<file path="src/rtl/sale_pkg.sv">
// rtl/sale_pkg.sv - op codes, FSM states, widths and slot field offsets for the cart store
package sale_pkg;
  localparam int NUM_SLOTS = 12;
  localparam int CNT_W     = 4;
  localparam int PRICE_W   = 16;
  localparam int TOTAL_W   = 20;
  localparam int SLOT_W    = CNT_W + PRICE_W;
  localparam int BUS_W     = NUM_SLOTS * SLOT_W;
  localparam int IDX_W     = 4;

  localparam logic [CNT_W-1:0]   CNT_MAX   = '1;
  localparam logic [TOTAL_W-1:0] TOTAL_MAX = '1;

  typedef enum logic [1:0] {
    OP_ADD       = 2'b00,
    OP_REMOVE    = 2'b01,
    OP_SET_PRICE = 2'b10,
    OP_CLEAR     = 2'b11
  } op_e;

  typedef enum logic [1:0] {IDLE, UPDATE, SUM, DONE} state_e;

  // Slot 0 occupies the top of the bus, so slot k starts at bit 239-20k.
  function automatic int slot_lsb(input int k);
    return BUS_W - SLOT_W * (k + 1);
  endfunction
endpackage

</file>
<file path="src/rtl/cart_mac.sv">
// rtl/cart_mac.sv - saturating count*price accumulator, one product per cycle
module cart_mac
  import sale_pkg::*;
(
  input  logic               clk_i,
  input  logic               rst_i,
  input  logic               clr_i,
  input  logic               en_i,
  input  logic [CNT_W-1:0]   cnt_i,
  input  logic [PRICE_W-1:0] price_i,
  output logic [TOTAL_W-1:0] acc_next_o,
  output logic               ovf_next_o
);
  logic [TOTAL_W-1:0] acc_q, acc_d;
  logic               ovf_q, ovf_d;
  logic [TOTAL_W-1:0] prod;
  logic [TOTAL_W:0]   sum;

  always_comb begin
    prod  = TOTAL_W'(cnt_i) * TOTAL_W'(price_i);
    sum   = {1'b0, acc_q} + {1'b0, prod};
    acc_d = acc_q;
    ovf_d = ovf_q;
    if (clr_i) begin
      acc_d = '0;
      ovf_d = 1'b0;
    end else if (en_i) begin
      if (sum[TOTAL_W]) begin
        acc_d = TOTAL_MAX;
        ovf_d = 1'b1;
      end else begin
        acc_d = sum[TOTAL_W-1:0];
      end
    end
  end

  always_ff @(posedge clk_i or posedge rst_i) begin
    if (rst_i) begin
      acc_q <= '0;
      ovf_q <= 1'b0;
    end else begin
      acc_q <= acc_d;
      ovf_q <= ovf_d;
    end
  end

  // Next-state view lets the top publish the final sum on the same edge it is formed.
  assign acc_next_o = acc_d;
  assign ovf_next_o = ovf_d;
endmodule

</file>
<file path="src/rtl/cart_register.sv">
// rtl/cart_register.sv - cart store: slot registers, recompute FSM and bus packing
// Optional CART_VOID_EN: CLEAR zeroes every count instead of being rejected.
module cart_register
  import sale_pkg::*;
(
  input  logic               CLK,
  input  logic               RST,
  input  logic               cmd_valid,
  output logic               cmd_ready,
  input  logic [1:0]         cmd_op,
  input  logic [3:0]         cmd_slot,
  input  logic [PRICE_W-1:0] cmd_price,
  output logic               cmd_done,
  output logic               cmd_err,
  output logic               total_ovf,
  output logic [BUS_W-1:0]   numbers,
  output logic [TOTAL_W-1:0] total_price
);
  state_e             state_q, state_d;
  op_e                op_q;
  logic [3:0]         slot_q;
  logic [PRICE_W-1:0] price_q;
  logic               err_q, err_d;
  logic [IDX_W-1:0]   idx_q;
  logic [CNT_W-1:0]   cnt_q [NUM_SLOTS];
  logic [CNT_W-1:0]   cnt_d [NUM_SLOTS];
  logic [PRICE_W-1:0] prc_q [NUM_SLOTS];
  logic [PRICE_W-1:0] prc_d [NUM_SLOTS];
  logic [TOTAL_W-1:0] total_q, acc_next;
  logic               ovf_q, ovf_next;
  logic               accept, last_sum, mac_clr, mac_en;

  assign accept   = cmd_valid && cmd_ready;
  assign last_sum = (state_q == SUM) && (idx_q == IDX_W'(NUM_SLOTS - 1));

  always_ff @(posedge CLK or posedge RST) begin
    if (RST) state_q <= IDLE;
    else     state_q <= state_d;
  end

  always_comb begin
    state_d = state_q;
    case (state_q)
      IDLE:    if (accept) state_d = UPDATE;
      UPDATE:  state_d = SUM;
      SUM:     if (last_sum) state_d = DONE;
      DONE:    state_d = IDLE;
      default: state_d = IDLE;
    endcase
  end

  always_comb begin
    cmd_ready = (state_q == IDLE);
    cmd_done  = (state_q == DONE);
    cmd_err   = (state_q == DONE) && err_q;
    mac_clr   = (state_q == UPDATE);
    mac_en    = (state_q == SUM);
  end

  always_comb begin
    cnt_d = cnt_q;
    prc_d = prc_q;
    err_d = 1'b0;
    if (state_q == UPDATE) begin
      if (op_q == OP_CLEAR) begin
`ifdef CART_VOID_EN
        for (int k = 0; k < NUM_SLOTS; k++) cnt_d[k] = '0;
`else
        err_d = 1'b1;
`endif
      end else if (slot_q >= 4'(NUM_SLOTS)) begin
        err_d = 1'b1;
      end else begin
        case (op_q)
          OP_ADD:
            if (cnt_q[slot_q] == CNT_MAX) err_d = 1'b1;
            else cnt_d[slot_q] = cnt_q[slot_q] + CNT_W'(1);
          OP_REMOVE:
            if (cnt_q[slot_q] == '0) err_d = 1'b1;
            else cnt_d[slot_q] = cnt_q[slot_q] - CNT_W'(1);
          default: prc_d[slot_q] = price_q;
        endcase
      end
    end
  end

  always_ff @(posedge CLK or posedge RST) begin
    if (RST) begin
      op_q    <= OP_ADD;
      slot_q  <= '0;
      price_q <= '0;
      err_q   <= 1'b0;
      idx_q   <= '0;
      total_q <= '0;
      ovf_q   <= 1'b0;
      for (int k = 0; k < NUM_SLOTS; k++) begin
        cnt_q[k] <= '0;
        prc_q[k] <= '0;
      end
    end else begin
      if (accept) begin
        op_q    <= op_e'(cmd_op);
        slot_q  <= cmd_slot;
        price_q <= cmd_price;
      end
      if (state_q == UPDATE) begin
        err_q <= err_d;
        idx_q <= '0;
      end else if (state_q == SUM) begin
        idx_q <= idx_q + IDX_W'(1);
      end
      if (last_sum) begin
        total_q <= acc_next;
        ovf_q   <= ovf_next;
      end
      cnt_q <= cnt_d;
      prc_q <= prc_d;
    end
  end

  cart_mac u_mac (
    .clk_i      (CLK),
    .rst_i      (RST),
    .clr_i      (mac_clr),
    .en_i       (mac_en),
    .cnt_i      (cnt_q[idx_q]),
    .price_i    (prc_q[idx_q]),
    .acc_next_o (acc_next),
    .ovf_next_o (ovf_next)
  );

  always_comb begin
    numbers = '0;
    for (int k = 0; k < NUM_SLOTS; k++) numbers[slot_lsb(k) +: SLOT_W] = {cnt_q[k], prc_q[k]};
  end

  assign total_price = total_q;
  assign total_ovf   = ovf_q;
endmodule

</file>
<file path="config.mk">
export PLATFORM = sky130hd
export DESIGN_NAME = cart_register
export DESIGN_NICKNAME = d
export VERILOG_FILES = /design/src/rtl/sale_pkg.sv /design/src/rtl/cart_mac.sv /design/src/rtl/cart_register.sv
export SDC_FILE = /design/constraint.sdc
export NUM_CORES = 1
export LEC_CHECK = 0
export CORE_MARGIN = 1
export CORE_UTILIZATION = 54
export CTS_CLUSTER_SIZE = 28
export DETAILED_ROUTE_END_ITERATION = 6
export MAX_ROUTING_LAYER = met4
export PLACE_DENSITY_LB_ADDON = 0.08
export SYNTH_ARGS = -nofsm -noshare
export SYNTH_HDL_FRONTEND = slang
export SYNTH_SLANG_ARGS = --single-unit
</file>
<file path="constraint.sdc">
create_clock -name CLK -period 14.39 [get_ports CLK]
set_clock_uncertainty 0.05 [all_clocks]
set_input_delay 2.878 -clock CLK [delete_from_list [all_inputs] [get_ports CLK]]
set_output_delay 2.878 -clock CLK [all_outputs]
set_load 0.02 [all_outputs]
</file>
==> metrics.txt, run 1 <==
worst vdd ir=0.140 mV; period utilisation layout=51.7%; initial antenna violation count=0; Cells after Synth=1380; Setup crit end kind=flop; Die H=179 um; Finished Core Util=69.1%; core area=30700 sq um; Die ar.=32100 sq um; critical path required time=14.75 ns; DRT Pass-1 Iters=7; ys flop type=dfrtp_1; wire length per cell=23.5 um; Synth cell types=59; Syn Nets=1486; Clock Power Share=18.4%; failing checks=design-rule violations; Post-CTS Resized=0; post-synthesis sequential area ratio=46.0%; initial drt markers=808; ant diodes=0; Fin Hold WS=0.430 ns; Final nets=1746; via-per-instance ratio=5.94; gpl congestion=0.922; number of synthesized register bits=311; Max Root-Sink Buffers=3; Fillers=2311; RSZ-0062 raised after global routing=false; fraction of registers with async set or reset after synthesis=100%; largest net degree at the start of global routing=102; I/O Pins=289; hold depth=2; status=finished with violations; final setup vio count=0; TritonCTS Buffers=35; H-tree depth=2; wirelength, routed=48.3 mm; total negative slack=0 ns; Crit Path Max Fanout=37; port bufs=288; DP Wirelength=34.0 mm; Power Total=4.69 mW; Max Cap Viol=0; CP Launch Type=flop; part of the power in registers=32.5%; final hold vios=0; Syn. warnings=0; Hold Buf Count CTS=0; commonest non-fill, non-tap cells in the layout=dfrtp_1 (309), clkdlybuf4s50_1 (288), mux2_2 (250), nor2_1 (134), inv_1 (111); P per Cell Area=221 nW/um^2; CTS Root Cell=clkbuf_16; Post-CTS Setup Bufs=0; Sw Ratio=42.2%; Leakage=9.68 nW; total grt overflow=0; type of the worst min-delay path=reg2reg; count of pins over their slew limit=0; worst rel slew slack=22.3%; critical path arrival=7.80 ns; gr usage total=32.1%; Setup WS post-layout=6.96 ns; Initial Utilization=55.0%; Post-Syn Area per Cell=12.3 sq um; first-pass GRT wire length=74.6 mm; clk_lat worst skew=0.53 ns; Tmin final=7.43 ns; Worst-path clk slew=0.05 ns; critical path type=reg2reg; share of layout cells above drive strength 1=25.3%; CTS tree=yes; overall die width=179 um; Sink Count=311; Remaining DRCs=28; Vias=12200; NetSw=1.98 mW; Syn-to-layout area delta=25.6%; worst-margin pin slew=1.16 ns; fmax=135 MHz; commonest non-fill, non-tap cell in the layout=dfrtp_1; row cnt=64; Worst R2R Path Depth=19; internal power=2.71 mW; post-route antenna net violation count=0; Comb power frac=49.1%; number of global-route vias before repair=12500; pre-CTS WS=6.94 ns; Syn Std Cell Area=16900 sq um; Post-synth EDFFs=0
-- cells in the mapped netlist (2+ instances only) --
library cell | count | share of area [%]
nand3_1 | 9 | 0.27
dfrtp_1 | 311 | 46
nor3_1 | 3 | 0.089
a2bb2oi_1 | 7 | 0.36
nor2_1 | 142 | 3.1
clkbuf_1 | 70 | 1.6
a22oi_1 | 5 | 0.22
buf_6 | 2 | 0.13
nand2b_1 | 7 | 0.26
nand2_1 | 58 | 1.3
mux2_1 | 2 | 0.13
nor2b_1 | 10 | 0.37
o22ai_1 | 4 | 0.15
o21ai_0 | 36 | 1.1
ha_1 | 36 | 2.7
o31ai_1 | 4 | 0.18
o21a_1 | 5 | 0.22
and3_1 | 3 | 0.11
mux2_2 | 250 | 17
inv_1 | 112 | 2.5
and2_1 | 2 | 0.074
xnor2_1 | 9 | 0.47
or3_1 | 12 | 0.44
a21o_1 | 4 | 0.18
a211oi_1 | 22 | 0.98
a31oi_1 | 2 | 0.074
o211a_1 | 3 | 0.18
xor2_1 | 8 | 0.41
nor3b_1 | 3 | 0.13
fa_1 | 45 | 5.3
mux2i_1 | 24 | 1.4
buf_2 | 11 | 0.33
nand3b_1 | 2 | 0.089
mux4_2 | 70 | 9.3
buf_1 | 6 | 0.13
or2_2 | 8 | 0.30
a32oi_1 | 2 | 0.10
a21oi_1 | 44 | 1.3
nand4_1 | 4 | 0.15
o22a_1 | 2 | 0.10
a31o_2 | 3 | 0.16
-- layer usage --
metal	wire length, um	vias to the layer above	global-route usage, %
met5	0	-	-
met4	1330	0	9.25
met3	3630	94	7.68
met2	22400	411	48.2
met1	21000	6365	43.7
li1	-	5350	-
-- layout make-up --
| type | instances | area, sq um | area share (%) |
|---|---|---|---|
| multi-input combinational | 868 | 8400 | 39.5 |
| sequential | 311 | 7790 | 36.6 |
| timing repair buffer | 312 | 3060 | 14.4 |
| clock buffer | 52 | 1010 | 4.75 |
| tap | 396 | 495 | 2.33 |
| inverter | 112 | 428 | 2.01 |
| clock inverter | 6 | 77.6 | 0.365 |
-- registers in the layout, indices dropped and copies added (netlist names), named ones only --
name / cells
total_price: 20
op_q: 2
u_mac.acc_q: 20
err_q: 1
idx_q: 4
price_q: 16
u_mac.ovf_q: 1
slot_q: 4
state_q: 2
total_ovf: 1
numbers: 228
-- worst max-delay path, stage by stage, from the launching register on --
cell and delay [ns]:
dfrtp_4 0.92, buf_4 0.63, mux4_2 0.59, mux2i_1 0.22, nor2_1 0.07, a21oi_1 0.34
nor2_1 0.11, fa_1 0.50, fa_1 0.56, inv_1 0.06, fa_1 0.52, inv_1 0.04
ha_1 0.35, a21oi_1 0.29, o211ai_1 0.20, a211o_1 0.31, o21a_1 0.20, a211oi_4 0.80
nor2_1 0.18, a211oi_1 0.30
-- final timing paths --
kind | from | end | slack [ns]
max | idx_q[0]$_DFFE_PP0P_ | u_mac.acc_q[12]$_DFF_PP0_ | 6.96
max reg2reg | idx_q[0]$_DFFE_PP0P_ | u_mac.acc_q[12]$_DFF_PP0_ | 6.96
max in group asynchronous | RST | idx_q[0]$_DFFE_PP0P_ | 9.89
min in group asynchronous | RST | numbers[173]$_DFFE_PP0P_ | 2.82
min | total_price[4]$_DFFE_PP0P_ | total_price[4]$_DFFE_PP0P_ | 0.43
min reg2reg | total_price[4]$_DFFE_PP0P_ | total_price[4]$_DFFE_PP0P_ | 0.43
-- kinds of logic (layout without fill, tap and decap cells) --
kind of cell / after synthesis / count (layout) / synth area share, %
compound gates: 156 / 156 / 6.02
fa+ha+maj: 81 / 81 / 7.98
mux: 347 / 347 / 27.6
xor+xnor: 17 / 17 / 0.880
buf+inv: 201 / 482 / 4.63
simple gates: 267 / 267 / 6.93
flops: 311 / 311 / 46.0
-- power groups by stage --
stage	Clock, mW	Combinational, mW	Sequential, mW
2_1_floorplan	0	1.32	1.59
3_3_place_gp	0	2.25	1.52
3_5_place_dp	0	2.29	1.53
4_1_cts	0.876	2.30	1.52
5_1_grt	0.906	2.49	1.57
6_report	0.866	2.30	1.53
-- metrics by stage --
| stage | cells | area, sq um |
|---|---|---|
| after detailed placement | 1999 | 20200 |
| final | 2057 | 21300 |
| after global placement | 1999 | 20200 |
| after global routing | 2057 | 21300 |
| after CTS | 2057 | 21300 |
| after floorplan | 1380 | 16900 |
(Power assumes the default switching activity.)
==> inputs of run 2 (changes only) <==
==> constraint.sdc (replaced) <==
create_clock -name CLK -period 7.2 [get_ports CLK]
set_clock_uncertainty 0.05 [all_clocks]
set_input_delay 1.44 -clock CLK [delete_from_list [all_inputs] [get_ports CLK]]
set_output_delay 1.44 -clock CLK [all_outputs]
set_load 0.02 [all_outputs]
==> run 2 against run 1 <==
The run still ends with design-rule violations left; sequential cell count is the same; utilization grew 0.40 points; sequential power increased by 97%; sequential share of layout area decreased by 0.21 points; register-to-register slack worse by 6.2 ns; largest cell class unchanged; highest routed layer unchanged.
==> metrics.txt, run 2 (same netlist as run 1, synthesis figures left out) <==
count of pins over their slew limit=0 (unchanged); CP Launch Type=flop; Tmin final=6.44 ns (-0.991 ns); type of the worst min-delay path=reg2reg; Leakage=9.74 nW (+0.59%); Initial Utilization=55.0% (unchanged); wirelength, routed=48.6 mm (+0.44%); I/O Pins=289 (unchanged); P per Cell Area=443 nW/um^2 (+100%); clk_lat worst skew=0.53 ns (about the same); Crit-path slowest cell=dfrtp_4; worst rel slew slack=16.2% (-6.1 points); Sink Count=311 (unchanged); Crit Path Max Fanout=25 (-32%); Max Cap Viol=0 (unchanged); RSZ-0062 raised after global routing=false; fin area=21400 sq um (+0.58%); Power Total=9.48 mW (+100%); first-pass GRT wire length=75.1 mm (+0.58%); CTS tree=yes; failing checks=design-rule violations; Hold Buf Count CTS=0 (unchanged); via-per-instance ratio=5.86 (-1.3%); total grt overflow=0 (unchanged); Worst-path clk slew=0.06 ns (about the same); CTS Root Cell=clkbuf_16; pre-CTS WS=0.733 ns (-6.21 ns); worst vdd ir=0.277 mV (+98%); share of layout cells above drive strength 1=25.8% (+0.46 points); commonest non-fill, non-tap cell in the layout=dfrtp_1; gr usage total=32.2% (+0.081 points); post-route antenna net violation count=0 (unchanged); DRT Pass-1 Iters=6 (-1); initial antenna violation count=0 (unchanged); row cnt=64 (unchanged); critical path arrival=6.81 ns (-0.99 ns); critical path required time=7.57 ns (-7.18 ns); number of global-route vias before repair=12500 (-0.22%); Remaining DRCs=25 (-11%); TritonCTS Buffers=35 (unchanged); total negative slack=0 ns (unchanged); Syn-to-layout area delta=26.3%; worst-margin pin slew=1.26 ns (+0.0980 ns); ant diodes=0 (unchanged); final hold vios=0 (unchanged); max reg flops=228 (unchanged); Post-CTS Setup Bufs=0 (unchanged); Setup crit end kind=flop; CP peak stage delay=0.73 ns (-0.19 ns); critical path type=reg2reg; gpl congestion=0.940 (+1.9%); Max Root-Sink Buffers=3 (unchanged); final setup vio count=0 (unchanged); Cell Area, Placed=20200 sq um (+0.39%); Final nets=1753 (+0.40%); status=finished with violations; initial drt markers=815 (+0.87%); core area=30700 sq um (unchanged); worst-path cell chain=buf_4 -> mux4_2 -> mux2i_1 -> nor2_1 -> a21oi_1 -> nor2_1 -> fa_1 -> fa_1 -> inv_1 -> fa_1 -> inv_1 -> ha_1 -> nand4_1 -> o211a_1 -> o211a_1 -> a21o_1 -> a211oi_2 -> buf_4 -> nor2_1 -> a211oi_1; wire length per cell=23.5 um (-0.19%); largest net degree at the start of global routing=173 (+70%); period utilisation layout=89.5% (+38 points); Post-CTS Resized=0 (unchanged); overall die width=179 um (unchanged); Vias=12100 (-0.67%); port bufs=288 (unchanged); H-tree depth=2 (unchanged); Fillers=2284 (-1.2%); Die ar.=32100 sq um (unchanged); commonest non-fill, non-tap cells in the layout=dfrtp_1 (309), clkdlybuf4s50_1 (288), mux2_2 (250), nor2_1 (134), inv_1 (111); fmax=155 MHz (+15%); Setup WS post-layout=0.756 ns (-6.20 ns); DP Wirelength=34.0 mm (about the same); Die H=179 um (unchanged)
## run 2: cell count changes in the layout (fill, tap and decap cells not counted), moves of 2 or more
cell / delta
buf_12: +3
buf_4: +4
clkbuf_1: +2
clkbuf_8: -3
clkinv_2: +4
clkinvlp_4: +3
## run 2: final cells by class
type                            instances  area [sq um]  share of cell area (%)
Clock buffer                           52          1000                    4.68
Clock inverter                         12           130                   0.609
Inverter                              112           424                    1.98
Multi-Input combinational cell        868          8390                    39.2
Sequential cell                       311          7790                    36.4
Tap cell                              396           495                    2.32
Timing Repair Buffer                  319          3150                    14.7
## run 2: per-stage QoR
| step | instances | utilization, % | hold WS (ns) |
|---|---|---|---|
| floorplan | 1380 | - | 0.413 |
| global placement | 2006 | 65.9 | 0.414 |
| detailed placement | 2006 | 65.9 | 0.420 |
| CTS | 2070 | 69.5 | 0.433 |
| global route | 2070 | 69.5 | 0.459 |
| finish | 2070 | 69.5 | 0.424 |
## run 2: critical path, delay by kind of cell (launching register included)
kind,cells,cell delay (ns)
buf+inv,4,0.82
simple gates,4,0.50
compound gates,6,1.48
flops,1,0.73
mux,2,0.81
fa+ha+maj,4,1.92
## run 2: where the power goes
| group | leakage (nW) | switching, mW | total (mW) | internal [mW] |
|---|---|---|---|---|
| registers | 4.17 | 0.715 | 3.01 | 2.30 |
| clock network | 0.550 | 0.733 | 1.77 | 1.04 |
| logic | 5.02 | 2.54 | 4.69 | 2.15 |
## run 2: path summary, 6_finish.rpt
path / endpoint / start / slack [ns] / cells past startpoint
setup / recovery: u_mac.acc_q[12]$_DFF_PP0_ / idx_q[0]$_DFFE_PP0P_ / 0.76 / 20
hold / removal: total_price[14]$_DFFE_PP0P_ / total_price[14]$_DFFE_PP0P_ / 0.42 / 2
setup reg to reg: u_mac.acc_q[12]$_DFF_PP0_ / idx_q[0]$_DFFE_PP0P_ / 0.76 / 20
hold reg to reg: total_price[14]$_DFFE_PP0P_ / total_price[14]$_DFFE_PP0P_ / 0.42 / 2
max in group asynchronous: numbers[87]$_DFFE_PP0P_ / RST / 4.34 / 4
min in group asynchronous: numbers[193]$_DFFE_PP0P_ / RST / 1.38 / 3
## run 2: routing by layer
layer	track usage (%)	up-vias	share of wire [%]
met4	6.99	0	2.0
met1	43.6	6317	44
met2	49.0	374	47
met3	8.42	77	7.7
li1	-	5370	-
met5	-	-	0
